## config.mk

```make
export PLATFORM = sky130hd
export DESIGN_NAME = gray_seq_gen
export DESIGN_NICKNAME = d
export VERILOG_FILES = /design/src/rtl/gray_seq_gen.sv
export SDC_FILE = /design/constraint.sdc
export NUM_CORES = 1
export LEC_CHECK = 0
export ABC_AREA = 1
export CELL_PAD_IN_SITES_DETAIL_PLACEMENT = 1
export CELL_PAD_IN_SITES_GLOBAL_PLACEMENT = 1
export CORE_UTILIZATION = 40
export CTS_BUF_LIST = sky130_fd_sc_hd__clkbuf_4 sky130_fd_sc_hd__clkbuf_8
export CTS_CLUSTER_SIZE = 10
export DETAILED_ROUTE_END_ITERATION = 7
export HOLD_SLACK_MARGIN = 0.02
export PLACE_DENSITY = 0.88
export SLEW_MARGIN = 20
export SYNTH_ARGS = -nofsm -noshare
export SYNTH_HDL_FRONTEND = slang
export SYNTH_SLANG_ARGS = --single-unit
```

## constraint.sdc

```tcl
create_clock -name clk -period 2 [get_ports clk]
set_clock_uncertainty 0.1 [all_clocks]
set_input_delay 0.4 -clock clk [delete_from_list [all_inputs] [get_ports clk]]
set_output_delay 0.4 -clock clk [all_outputs]
set_load 0.01 [all_outputs]
```

## src/rtl/gray_seq_gen.sv

```systemverilog
// -----------------------------------------------------------------------------
// gray_seq_gen
//
// Gray-code stimulus source for the downstream Gray-to-binary decoder. Keeps a
// binary count that steps up or down once every DIV clocks while running, and
// presents each count as its Gray code through a valid/ready handshake. A step
// that is due while the previous word is still unaccepted parks the generator
// in STALL until the word drains. wrap pulses with any word whose step crossed
// the all-ones / all-zeros boundary.
//
// State table:
//   state    | meaning
//   ---------+----------------------------------------------------------------
//   ST_IDLE  | count frozen; accepts load and start; pending word may drain
//   ST_RUN   | prescaler running, a step is taken every DIV cycles
//   ST_STALL | step due but the output word is still held; waits for ready
//
// Ports:
//   clk       in   system clock, rising edge
//   rst       in   asynchronous active-low reset
//   start     in   begin emitting (IDLE only, level sampled, not remembered)
//   stop      in   stop stepping and return to IDLE
//   up_dn     in   step direction: 1 = increment, 0 = decrement
//   load      in   preset the count from load_val (IDLE only)
//   load_val  in   binary preset value
//   gray_out  out  registered Gray code of the emitted count
//   valid     out  gray_out holds a word not yet accepted
//   ready     in   downstream accepts the word when valid && ready
//   wrap      out  one-cycle pulse with a word produced by a wrapping step
//   busy      out  high whenever the state is not IDLE
// -----------------------------------------------------------------------------
module gray_seq_gen #(
    parameter int WIDTH = 4,
    parameter int DIV   = 3
) (
    input  logic             clk,
    input  logic             rst,
    input  logic             start,
    input  logic             stop,
    input  logic             up_dn,
    input  logic             load,
    input  logic [WIDTH-1:0] load_val,
    output logic [WIDTH-1:0] gray_out,
    output logic             valid,
    input  logic             ready,
    output logic             wrap,
    output logic             busy
);

    // DIV = 1 still needs a one-bit prescaler; it simply never leaves 0.
    localparam int             PW         = (DIV > 1) ? $clog2(DIV) : 1;
    localparam logic [PW-1:0]  PRESC_LAST = PW'(DIV - 1);
    localparam logic [WIDTH-1:0] CNT_MAX  = {WIDTH{1'b1}};

    typedef enum logic [1:0] {
        ST_IDLE  = 2'd0,
        ST_RUN   = 2'd1,
        ST_STALL = 2'd2
    } state_t;

    state_t           r_state;
    logic [WIDTH-1:0] r_count;
    logic [PW-1:0]    r_presc;
    logic [WIDTH-1:0] r_gray;
    logic             r_valid;
    logic             r_wrap;
    logic             r_busy;

    state_t           w_state_nxt;
    logic [WIDTH-1:0] w_count_nxt;
    logic [PW-1:0]    w_presc_nxt;
    logic [WIDTH-1:0] w_gray_nxt;
    logic             w_valid_nxt;
    logic             w_wrap_nxt;
    logic             w_do_step;
    logic             w_word_held;
    logic [WIDTH-1:0] w_step_cnt;
    logic             w_step_wrap;

    function automatic logic [WIDTH-1:0] to_gray(input logic [WIDTH-1:0] bin);
        return bin ^ (bin >> 1);
    endfunction

    // A word is "held" when it is presented and not taken this cycle; that is
    // what blocks both a due step and a start from IDLE.
    assign w_word_held = r_valid & ~ready;

    assign w_step_cnt  = up_dn ? (r_count + 1'b1) : (r_count - 1'b1);
    assign w_step_wrap = up_dn ? (r_count == CNT_MAX) : (r_count == '0);

    always_ff @(posedge clk or negedge rst) begin
        if (!rst) begin
            r_state <= ST_IDLE;
            r_count <= '0;
            r_presc <= '0;
            r_gray  <= '0;
            r_valid <= 1'b0;
            r_wrap  <= 1'b0;
            r_busy  <= 1'b0;
        end else begin
            r_state <= w_state_nxt;
            r_count <= w_count_nxt;
            r_presc <= w_presc_nxt;
            r_gray  <= w_gray_nxt;
            r_valid <= w_valid_nxt;
            r_wrap  <= w_wrap_nxt;
            r_busy  <= (w_state_nxt != ST_IDLE);
        end
    end

    always_comb begin
        w_state_nxt = r_state;
        w_count_nxt = r_count;
        w_presc_nxt = r_presc;
        w_gray_nxt  = r_gray;
        // An accepted word drops valid unless a new word replaces it below.
        w_valid_nxt = w_word_held;
        w_wrap_nxt  = 1'b0;
        w_do_step   = 1'b0;

        case (r_state)
            ST_IDLE: begin
                if (stop) begin
                    w_state_nxt = ST_IDLE;
                end else if (load) begin
                    w_count_nxt = load_val;
                end else if (start && !w_word_held) begin
                    // First word is the current count, emitted unstepped.
                    w_gray_nxt  = to_gray(r_count);
                    w_valid_nxt = 1'b1;
                    w_presc_nxt = '0;
                    w_state_nxt = ST_RUN;
                end
            end

            ST_RUN: begin
                if (stop) begin
                    w_state_nxt = ST_IDLE;
                    w_presc_nxt = '0;
                end else if (r_presc == PRESC_LAST) begin
                    if (!w_word_held) begin
                        w_do_step = 1'b1;
                    end else begin
                        // Prescaler stays at its last value while stalled.
                        w_state_nxt = ST_STALL;
                    end
                end else begin
                    w_presc_nxt = r_presc + 1'b1;
                end
            end

            ST_STALL: begin
                if (stop) begin
                    w_state_nxt = ST_IDLE;
                    w_presc_nxt = '0;
                end else if (ready) begin
                    w_do_step   = 1'b1;
                    w_state_nxt = ST_RUN;
                end
            end

            default: begin
                w_state_nxt = ST_IDLE;
                w_presc_nxt = '0;
            end
        endcase

        if (w_do_step) begin
            w_count_nxt = w_step_cnt;
            w_gray_nxt  = to_gray(w_step_cnt);
            w_valid_nxt = 1'b1;
            w_wrap_nxt  = w_step_wrap;
            w_presc_nxt = '0;
        end
    end

    assign gray_out = r_gray;
    assign valid    = r_valid;
    assign wrap     = r_wrap;
    assign busy     = r_busy;

endmodule

```

-- After elaboration in Yosys (flattened, before gate mapping)
Index checks and enable logic that the tools add are counted.
- flip-flop bits (word level): 15
- bits of input ports: 11
- word-level logic and storage cells: 76
- add/sub/neg operators: 3
- equal/unequal tests: 11
- mux-type cells: 40
- bitwise operators: 4
- reduce and logical (&&, ||, !) cells: 11
- operator list (kind ; number):
    $mux W4 ; 10
    $mux W2 ; 15
    $mux W1 ; 12
    $ne A3 B3 Y1 const B ; 4
    $pmux W2 S3 ; 2
    $reduce_bool A2 Y1 ; 4
    $xor A4 B3 Y4 ; 2
    $reduce_and A5 Y1 ; 1
    $add A4 B1 Y4 const B ; 1
    $eq A2 B2 Y1 const B ; 2
    $eq A4 B4 Y1 const B ; 1
    $logic_not A4 Y1 ; 1
    $ne A2 B1 Y1 const B ; 2
    $ne A4 B4 Y1 const B ; 1
    $reduce_and A4 Y1 ; 1
    $sub A4 B1 Y4 const B ; 1
    $reduce_and A3 Y1 ; 1
    $add A2 B1 Y2 const B ; 1
    $eq A2 B1 Y1 const B ; 1
    $logic_not A2 Y1 ; 1
    $pmux W1 S2 ; 1
    $and A1 B1 Y1 ; 1
    $logic_and A1 B1 Y1 ; 1
    $logic_not A1 Y1 ; 1
    $not A1 Y1 ; 1

-- Longest topological paths before layout
Gate-level depths: netlist of run 1.
- depth in word-level cells: 9
- gate-level depth with buffers: 11

-- Worst setup path after synthesis of run 1
Ideal clock, no wire load.
- path type: input port to flip-flop
- start point: input port up_dn
- end point: register r_gray[2], in the netlist gray_out[2]
- setup time: 0.117 ns
- data arrival time: 1.438 ns
- required time: 1.783 ns
- slack: 0.345 ns
- cell stages on the path: 9
- path buffers: 0
- cells stage by stage: inv_1 ha_1 or2_2 nand3_1 nand2_1 nand2_1 nand2_1 nor2_1 nor2_1
- longest elaborated chain between the ends: 3
- ends and longest elaborated chain (what ; line ; RTL):
    from (decl) ; 40 ; input logic up_dn,
    $mux W4 ; 88 ; assign w_step_cnt = up_dn ? (r_count + 1'b1) : (r_count - 1'b1);
    $xor A4 B3 Y4 ; 81 ; return bin ^ (bin >> 1);
    $mux W4 ; 168 ; if (w_do_step) begin
    to (signal assigned) ; 104 ; r_gray <= w_gray_nxt;
    to (decl) ; 64 ; logic [WIDTH-1:0] r_gray;
Every way passes these cells.
A chain may end at the register's enable or synchronous reset.

-- Worst setup path in the final report of run 1
Ends and elaborated chain as after synthesis.

==> results of run 1 <==
## metrics by stage
step,power [W],util,cell area (µm²),hold WS [ps],cells
floorplan,0.0005926,-,1124,4.409,150
global placement,0.0007413,0.5463,1403,370.6,207
detailed placement,0.0007669,0.5463,1403,395.7,207
CTS,0.0009500,0.5570,1430,312.2,211
global route,0.001055,0.5775,1483,328.4,214
finish,0.0009744,0.5775,1483,313.4,214
## timing repair
item / CTS / global route
endpoints found under the setup margin: 0 / 7
resized for setup: 0 / 7
buffers inserted: 0 / 3
## critical path: stages
cell	delay [ps]
clkdlybuf4s50_1	440
buf_4	160
fa_1	450
xor2_2	180
nor2_2	160
nand2_1	70
nand2_1	70
nor2_1	50
nor2_1	110
## worst max path at each step
stage / start / cells past startpoint / slack (ps) / end
after floorplan: up_dn / 9 / 350 / gray_out[2]
after global placement: up_dn / 9 / -190 / gray_out[1]
after detailed placement: up_dn / 10 / -270 / gray_out[2]
after CTS: up_dn / 10 / 50 / gray_out[2]
after global routing: r_state[0] / 11 / -50 / gray_out[2]
final: up_dn / 9 / 30 / gray_out[2]
## state kept, by name, indices dropped and copies added (netlist names)
name,cells
r_presc,2
valid,1
r_state,2
wrap,1
gray_out,4
busy,1
r_count,4
## report_power, final
part / internal, W / switching, W / total (W)
Combinational: 0.000187 / 0.000217 / 0.000404
Clock: 0.0000744 / 0.000105 / 0.000179
Sequential: 0.000352 / 0.0000399 / 0.000391
## cell type report
type                            instances  area, µm²  share of cell area
Timing Repair Buffer                   31      275.3              0.1857
Tap cell                               30      37.54             0.02532
Multi-Input combinational cell        111      680.7              0.4591
Clock buffer                            3      22.52             0.01519
Sequential cell                        15      375.4              0.2532
Clock inverter                          1      5.005            0.003376
Inverter                               23      86.33             0.05823
## cell families (layout without fill, tap and decap cells)
group,count (synthesis),after routing,share of synthesized area
and+or+nand+nor,77,77,0.3229
buffers and inverters,24,58,0.08686
AOI/OAI and AO/OA,21,21,0.1080
DFF,15,15,0.3341
adders and majority gates,12,12,0.1403
xor gates and xnor gates,1,1,0.007797
## placed cells by master, fill, tap and decap left out
cell and count:
dfrtp_1 15, nand3b_1 2, o211ai_2 1, nor2_2 4
a31oi_1 3, nor3_1 1, buf_4 14, ha_2 1
clkbuf_4 3, nor2_4 1, o31ai_1 1, fa_1 1
ha_1 9, xor2_2 1, nand2_1 36, clkinv_2 1
nor2_1 14, o21ai_0 8, nand3_2 2, nand2_2 5
clkdlybuf4s50_1 17, o21ai_1 1, inv_2 2, a21oi_1 6
o211ai_1 1, inv_1 21, nand3_1 9, ha_4 1
nand4_1 1, or2_2 1, nand3_4 1
## metal layers
metal | up-vias | global-route usage | wire length, µm
met5 | - | 0 | 0
met4 | 0 | 0.05833 | 0
met3 | 0 | 0.06011 | 115
met2 | 21 | 0.3815 | 1649
met1 | 544 | 0.2940 | 1437
li1 | 549 | - | -
==> qor.yml, run 1 <==
syn-cell-area_um2: 1124
grt_overflow: 0
drive_gt1_frac: 0.2065
grt_pass1_vias: 1068
post-route-period-util: 0.9873
hpwl_mm: 2.420
cp-end-kind: "flip-flop"
ys_seq_area_frac: 0.3341
final.min_clock_period_ps: 1975
yosys.area.top_type: "dfrtp_1"
fin_nets: 208
gp_congestion: 0.9245
cts-htree-levels: 1
synthDistinctLibCells: 25
hold_viol: 0
pre_cts_slack_ps: -269.9
r2r-start: "r_state[0]"
drtAntennaViolNets: 0
synth_top_area_frac: 0.3341
syn_inst: 150
status: "completed"
slew_violations: 0
syn_nets: 173
viasPerCell: 5.206
start_kind: "input pin"
portBuffers: 17
die_y_um: 55
setup-violations-final: 0
r2r_cells: 11
criticalPathCategory: "in2reg"
avgSynthCellArea_um2: 7.491
grt_max_degree: 17
area_growth_pct: 31.96
ir_drop_mv: 0.4526
routed_wirelength_mm: 3.203
drtIter0Drc: 17
power_leakage_nw: 0.7639
cts-root-buf: "clkbuf_4"
crit_fanout: 3
remaining_drc_errors: 0
synth_edf_count: 0
fmax_mhz: 506.4
clk_latency_ps: 290
drt_first_pass_iters: 4
yosysWarnings: 0
max-cap-violations: 0
synth_flop_cell: "dfrtp_1"
hp-class: "in2async"
synth.area.top_cells: "dfrtp_1 33%, nand2_1 12%, ha_1 12%"
relSlewSlack: 0.8312
power.density_nw_per_um2: 657.2
die_area_um2: 3025
clock-sinks: 15
synth-seq-cells: 15
setup_slack_ps: 25.39
async_flop_share: 1.000
coreArea_um2: 2567
required_ps: 2120
grt_pass1_wl_mm: 4.795
tns_ps: 0
initial_core_util: 0.4376
die_w_um: 55
wire_per_inst_um: 14.97
timing.rr.end: "gray_out[2]"
clock_tree.buffer_depth: 2
tightestPinTransition_ps: 252.2
antennaDiodeCount: 0
core.rowCount: 18
critical_path_arrival_ps: 2090
regToRegSetupSlack_ps: 30
cts_buffers: 3
netlist_top_cells_count: "37 x nand2_1, 23 x inv_1, 15 x dfrtp_1, 14 x nor2_1, 11 x ha_1"
grt_use_total: 0.2298
ctsHoldBuffers: 0
fillers: 330
yosysMostFrequentCell: "nand2_1"
vias: 1114
ios: 18
antenna_found_initial: 0
cts_tree: "yes"
path_clk_slew_ps: 100
Note: power is estimated with default switching activity, not from simulation.
==> inputs of run 2 (changes only) <==
--- a/config.mk
+++ b/config.mk
@@ -8,11 +8,14 @@
 export ABC_AREA = 1
 export CELL_PAD_IN_SITES_DETAIL_PLACEMENT = 1
 export CELL_PAD_IN_SITES_GLOBAL_PLACEMENT = 1
+export CORE_MARGIN = 5
 export CORE_UTILIZATION = 40
 export CTS_BUF_LIST = sky130_fd_sc_hd__clkbuf_4 sky130_fd_sc_hd__clkbuf_8
+export CTS_CLUSTER_DIAMETER = 150
 export CTS_CLUSTER_SIZE = 10
 export DETAILED_ROUTE_END_ITERATION = 7
 export HOLD_SLACK_MARGIN = 0.02
+export MAX_ROUTING_LAYER = met4
 export PLACE_DENSITY = 0.88
 export SLEW_MARGIN = 20
 export SYNTH_ARGS = -nofsm -noshare
==> qor.yml, run 2 (synthesis gave the netlist of run 1 again) <==
final.min_clock_period_ps: 1892  # was 1975 ps
crit_family: "simple AND/OR/NAND/NOR gates"  # was buffers and inverters
status: "completed"  # unchanged
crit_fanout: 8  # was 3
routed_wirelength_mm: 3.307  # was 3.203 mm
hp-class: "in2async"  # unchanged
die_area_um2: 3969  # was 3025 µm²
timing.rr.end: "gray_out[1]"  # was gray_out[2]
grt_pass1_wl_mm: 5.319  # was 4.795 mm
gp_congestion: 0.8851  # was 0.9245
r2r-start: "r_state[0]"  # unchanged
drtIter0Drc: 31  # was 17
hold_viol: 0  # unchanged
portBuffers: 17  # unchanged
relSlewSlack: 0.8102  # was 0.8312
cts_tree: "yes"  # unchanged
clock_tree.buffer_depth: 2  # unchanged
max-cap-violations: 0  # unchanged
r2r_cells: 9  # was 11
initial_core_util: 0.4110  # was 0.4376
antennaDiodeCount: 0  # unchanged
die_y_um: 63  # was 55 µm
critical_path_arrival_ps: 1990  # was 2090 ps
p_sw_w: 0.0003621  # was 0.0003615 W
criticalPathCategory: "reg2reg"  # was in2reg
p_comb_frac: 0.405  # was 0.414
tns_ps: 0  # unchanged
fillers: 348  # was 330
core.rowCount: 19  # was 18
clk_latency_ps: 300  # was 290 ps
remaining_drc_errors: 0  # unchanged
grt_use_total: 0.1690  # was 0.2298
path_clk_slew_ps: 90  # was 100 ps
power.density_nw_per_um2: 669.5  # was 657.2 nW/µm²
total_power_w: 0.0009902  # was 0.0009744 W
viasPerCell: 5.313  # was 5.206
area_growth_pct: 31.63  # was 31.96%
hpwl_mm: 2.607  # was 2.420 mm
mostFrequentLayoutCell: "nand2_1"  # unchanged
cts-root-buf: "clkbuf_4"  # unchanged
layout_common_cells: "36 x nand2_1, 23 x inv_1, 16 x clkdlybuf4s50_1"  # was 36 x nand2_1, 21 x inv_1, 17 x clkdlybuf4s50_1
drive_gt1_frac: 0.1913  # was 0.2065
pre_cts_slack_ps: -289.7  # was -269.9 ps
cp-end-kind: "flip-flop"  # unchanged
cts-htree-levels: 1  # unchanged
fin_nets: 207  # was 208
cp_num_cells: 9  # unchanged
cp_cell_sequence: "inv_1 -> ha_1 -> nand2_1 -> nand2_2 -> nand3_2 -> o21ai_0 -> nand3_1 -> nand3_1 -> nand2_1"  # was clkdlybuf4s50_1 -> buf_4 -> fa_1 -> xor2_2 -> nor2_2 -> nand2_1 -> nand2_1 -> nor2_1 -> nor2_1
p_int_w: 0.0006280  # was 0.0006129 W
antenna_found_initial: 0  # unchanged
holdWs_ps: 309.1  # was 313.4 ps
seq_area_um2: 375.4  # unchanged
grt_pass1_vias: 1205  # was 1068
cp_num_buf_inv: 1  # was 2
clock-sinks: 15  # unchanged
setup_slack_ps: 108.4  # was 25.39 ps
drtAntennaViolNets: 0  # unchanged
slew_violations: 0  # unchanged
multi_input_area_um2: 685.7  # was 680.7 µm²
p_seq_frac: 0.396  # was 0.402
die_w_um: 63  # was 55 µm
cts_buffers: 3  # unchanged
vias: 1137  # was 1114
startpoint: "r_state[0]"  # was up_dn
required_ps: 2100  # was 2120 ps
ctsHoldBuffers: 0  # unchanged
cpPeakStageDelay_ps: 420  # was 450 ps
tightestPinTransition_ps: 283.4  # was 252.2 ps
swShare: 0.3657  # was 0.3710
regToRegSetupSlack_ps: 110  # was 30 ps
start_kind: "flip-flop"  # was input pin
grt_max_degree: 17  # unchanged
grt_overflow: 0  # unchanged
power_frac_clock: 0.200  # was 0.184
ir_drop_mv: 0.5768  # was 0.4526 mV
crit_slowest_cell: "dfrtp_1"  # was fa_1
fmax_mhz: 528.7  # was 506.4 MHz
crit_end: "gray_out[1]"  # was gray_out[2]
final_util: 0.5410  # was 0.5775
post-route-period-util: 0.9458  # was 0.9873
setup-violations-final: 0  # unchanged
wire_per_inst_um: 15.45  # was 14.97 µm
drt_first_pass_iters: 4  # unchanged
power_leakage_nw: 0.7695  # was 0.7639 nW
coreArea_um2: 2734  # was 2567 µm²
ios: 18  # unchanged
-- run 2: cell count changes in the layout (fill, tap and decap cells not counted) --
cell             previous run  this run
buf_4                      14        12
clkbuf_4                    3         4
clkdlybuf4s50_1            17        16
clkinv_2                    1         0
dlymetal6s2s_1              0         1
fa_1                        1         0
fa_2                        0         1
ha_1                        9        10
ha_4                        1         0
inv_1                      21        23
inv_2                       2         0
nand3_2                     2         3
nor2_2                      4         3
nor2_4                      1         2
-- run 2: final cells by class --
class	instances	area share
clock buffers	4	0.02030
flip-flops and latches	15	0.2538
multi-input cells	112	0.4636
well taps	31	0.02623
repair buffers	29	0.1777
inverters	23	0.05838
-- run 2: repair_timing --
item	in CTS	in global routing
setup buffers	0	0
endpoints found under the setup margin	0	7
resized for setup	0	7
-- run 2: metal layers --
layer  routed length, µm  part of all wire  vias to the layer above  track usage
met5                   0                 0                        -            -
met4                 129             0.039                        0      0.06631
met3                 142             0.043                       13      0.03058
met2                1753              0.53                       28       0.3000
met1                1282              0.39                      546       0.1838
li1                    -                 -                      550            -
-- run 2: through the flow --
step                cell area [µm²]  cells
floorplan                      1124    150
global placement               1411    209
detailed placement             1411    209
CTS                            1441    213
global route                   1479    214
finish                         1479    214
-- run 2: how the worst min path moves through the flow --
| stage | startpoint | to | slack, ps | cells after the start |
|---|---|---|---|---|
| after floorplan | rst | busy | 4 | 0 |
| after global placement | r_presc[0] | r_presc[0] | 370 | 2 |
| after detailed placement | r_presc[0] | r_presc[0] | 390 | 2 |
| after CTS | rst | r_count[0] | 320 | 2 |
| after global routing | rst | valid | 320 | 2 |
| final | rst | valid | 310 | 2 |
-- run 2: power by group through the flow --
| stage | Clock, W | Sequential (W) | Combinational (W) |
|---|---|---|---|
| after floorplan | 0 | 0.000405 | 0.000187 |
| after global placement | 0 | 0.000394 | 0.000351 |
| after detailed placement | 0 | 0.000397 | 0.000378 |
| after CTS | 0.000196 | 0.000391 | 0.000381 |
| after global routing | 0.000217 | 0.000398 | 0.000448 |
| final | 0.000198 | 0.000392 | 0.000401 |
==> inputs of run 3 (changes only) <==
--- a/config.mk
+++ b/config.mk
@@ -15,7 +15,6 @@
 export CTS_CLUSTER_SIZE = 10
 export DETAILED_ROUTE_END_ITERATION = 7
 export HOLD_SLACK_MARGIN = 0.02
-export MAX_ROUTING_LAYER = met4
 export PLACE_DENSITY = 0.88
 export SLEW_MARGIN = 20
 export SYNTH_ARGS = -nofsm -noshare
==> qor.yml, run 3 (synthesis gave the netlist of run 1 again) <==
relSlewSlack: 0.8100  # was 0.8102
hold_viol: 0  # unchanged
power.density_nw_per_um2: 669.4  # was 669.5 nW/µm²
tightestPinTransition_ps: 283.8  # was 283.4 ps
cpPeakStageDelay_ps: 420  # about the same
routed_wirelength_mm: 3.299  # was 3.307 mm
post_cts_buffers: 0  # unchanged
grt_use_total: 0.1644  # was 0.1690
viasPerCell: 5.285  # was 5.313
vias: 1131  # was 1137
grt_max_degree: 17  # unchanged
core.rowCount: 19  # unchanged
clock-sinks: 15  # unchanged
power_leakage_nw: 0.7695  # unchanged
mostFrequentLayoutCell: "nand2_1"  # unchanged
max-cap-violations: 0  # unchanged
design_area_um2: 1479  # unchanged
crit_slowest_cell: "dfrtp_1"  # unchanged
crit_family: "simple AND/OR/NAND/NOR gates"  # unchanged
ios: 18  # unchanged
drive_gt1_frac: 0.1913  # unchanged
cp_num_buf_inv: 1  # unchanged
initial_core_util: 0.4110  # unchanged
grt_overflow: 0  # unchanged
cts_tree: "yes"  # unchanged
regToRegSetupSlack_ps: 100  # was 110 ps
portBuffers: 17  # unchanged
fin_nets: 207  # unchanged
seq_area_um2: 375.4  # unchanged
status: "completed"  # unchanged
r2r_cells: 9  # unchanged
gp_congestion: 0.8709  # was 0.8851
timing.rr.end: "gray_out[1]"  # unchanged
r2r-start: "r_state[0]"  # unchanged
setup-violations-final: 0  # unchanged
cp-end-kind: "flip-flop"  # unchanged
fmax_mhz: 526.2  # was 528.7 MHz
hp-class: "in2async"  # unchanged
setup_slack_ps: 99.61  # was 108.4 ps
clock_tree.buffer_depth: 2  # unchanged
antenna_found_initial: 0  # unchanged
drtIter0Drc: 31  # unchanged
layout_common_cells: "36 x nand2_1, 23 x inv_1, 16 x clkdlybuf4s50_1"  # unchanged
die_area_um2: 3969  # unchanged
pre_cts_slack_ps: -289.7  # unchanged
slew_violations: 0  # unchanged
hpwl_mm: 2.607  # unchanged
drtAntennaViolNets: 0  # unchanged
crit_fanout: 8  # unchanged
crit_end: "gray_out[1]"  # unchanged
start_kind: "flip-flop"  # unchanged
wire_per_inst_um: 15.42  # was 15.45 µm
tns_ps: 0  # unchanged
multi_input_area_um2: 685.7  # unchanged
final.min_clock_period_ps: 1900  # was 1892 ps
die_y_um: 63  # unchanged
cts-htree-levels: 1  # unchanged
path_clk_slew_ps: 90  # about the same
cp_num_cells: 9  # unchanged
clk_latency_ps: 300  # about the same
cts-root-buf: "clkbuf_4"  # unchanged
post-route-period-util: 0.9502  # was 0.9458
critical_path_arrival_ps: 2000  # was 1990 ps
ir_drop_mv: 0.5766  # was 0.5768 mV
antennaDiodeCount: 0  # unchanged
fillers: 348  # unchanged
coreArea_um2: 2734  # unchanged
grt_pass1_wl_mm: 5.306  # was 5.319 mm
cp_cell_sequence: "inv_1 -> ha_1 -> nand2_1 -> nand2_2 -> nand3_2 -> o21ai_0 -> nand3_1 -> nand3_1 -> nand2_1"  # unchanged
required_ps: 2100  # about the same
criticalPathCategory: "reg2reg"  # unchanged
remaining_drc_errors: 0  # unchanged
startpoint: "r_state[0]"  # unchanged
drt_first_pass_iters: 4  # unchanged
die_w_um: 63  # unchanged
grt_pass1_vias: 1207  # was 1205
area_growth_pct: 31.63  # unchanged
placement.cell_area_um2: 1411  # unchanged
cts_buffers: 3  # unchanged
run 3: cell counts in the layout (fill, tap and decap cells not counted):
Identical to the previous run, type by type.
run 3: layout make-up:
type / instances / area share
timing repair buffer: 29 / 0.1777
tap: 31 / 0.02623
multi-input combinational: 112 / 0.4636
clock buffer: 4 / 0.02030
inverter: 23 / 0.05838
sequential: 15 / 0.2538
run 3: what timing repair did:
action	in CTS	in global routing
hold buffers	0	0
gates resized for setup	0	7
endpoints found under the hold margin	0	0
endpoints found under the setup margin	0	7
run 3: worst reg2reg max path, delay by kind of cell, from the launching register on:
family / cells / cell delay [ps]
adder cells (fa/ha/maj): 1 / 240
AND/OR/NAND/NOR: 6 / 750
AO/OA/AOI/OAI: 1 / 160
buffers and inverters: 1 / 140
flip-flops: 1 / 420
run 3: power by group:
group / switching, W / leakage [nW] / internal (W)
registers: 0.0000403 / 0.186 / 0.000352
logic: 0.000215 / 0.565 / 0.000185
clock network: 0.000106 / 0.0184 / 0.0000914
total: 0.000362 / 0.769 / 0.000628
run 3: worst min path at each step:
stage	end	slack, ps	from
2_1_floorplan	busy	4	rst
3_3_place_gp	r_presc[0]	370	r_presc[0]
3_5_place_dp	r_presc[0]	390	r_presc[0]
4_1_cts	r_count[0]	320	rst
5_1_grt	valid	320	rst
6_report	r_count[0]	310	rst
run 3: routing by layer:
| layer | vias to the layer above | wire, µm | global-route usage |
|---|---|---|---|
| met5 | - | 0 | 0 |
| met4 | 0 | 129 | 0.06631 |
| met3 | 13 | 155 | 0.03058 |
| met2 | 29 | 1733 | 0.3000 |
| met1 | 538 | 1281 | 0.1838 |
| li1 | 551 | - | - |
run 3: per-stage QoR:
stage | power [W] | cells | hold WS (ps) | util
2_1_floorplan | 0.0005926 | 150 | 4.409 | -
3_3_place_gp | 0.0007458 | 209 | 365.9 | 0.5162
3_5_place_dp | 0.0007752 | 209 | 387.4 | 0.5162
4_1_cts | 0.0009679 | 213 | 321.8 | 0.5272
5_1_grt | 0.001062 | 214 | 323.1 | 0.5410
6_report | 0.0009899 | 214 | 308.2 | 0.5410
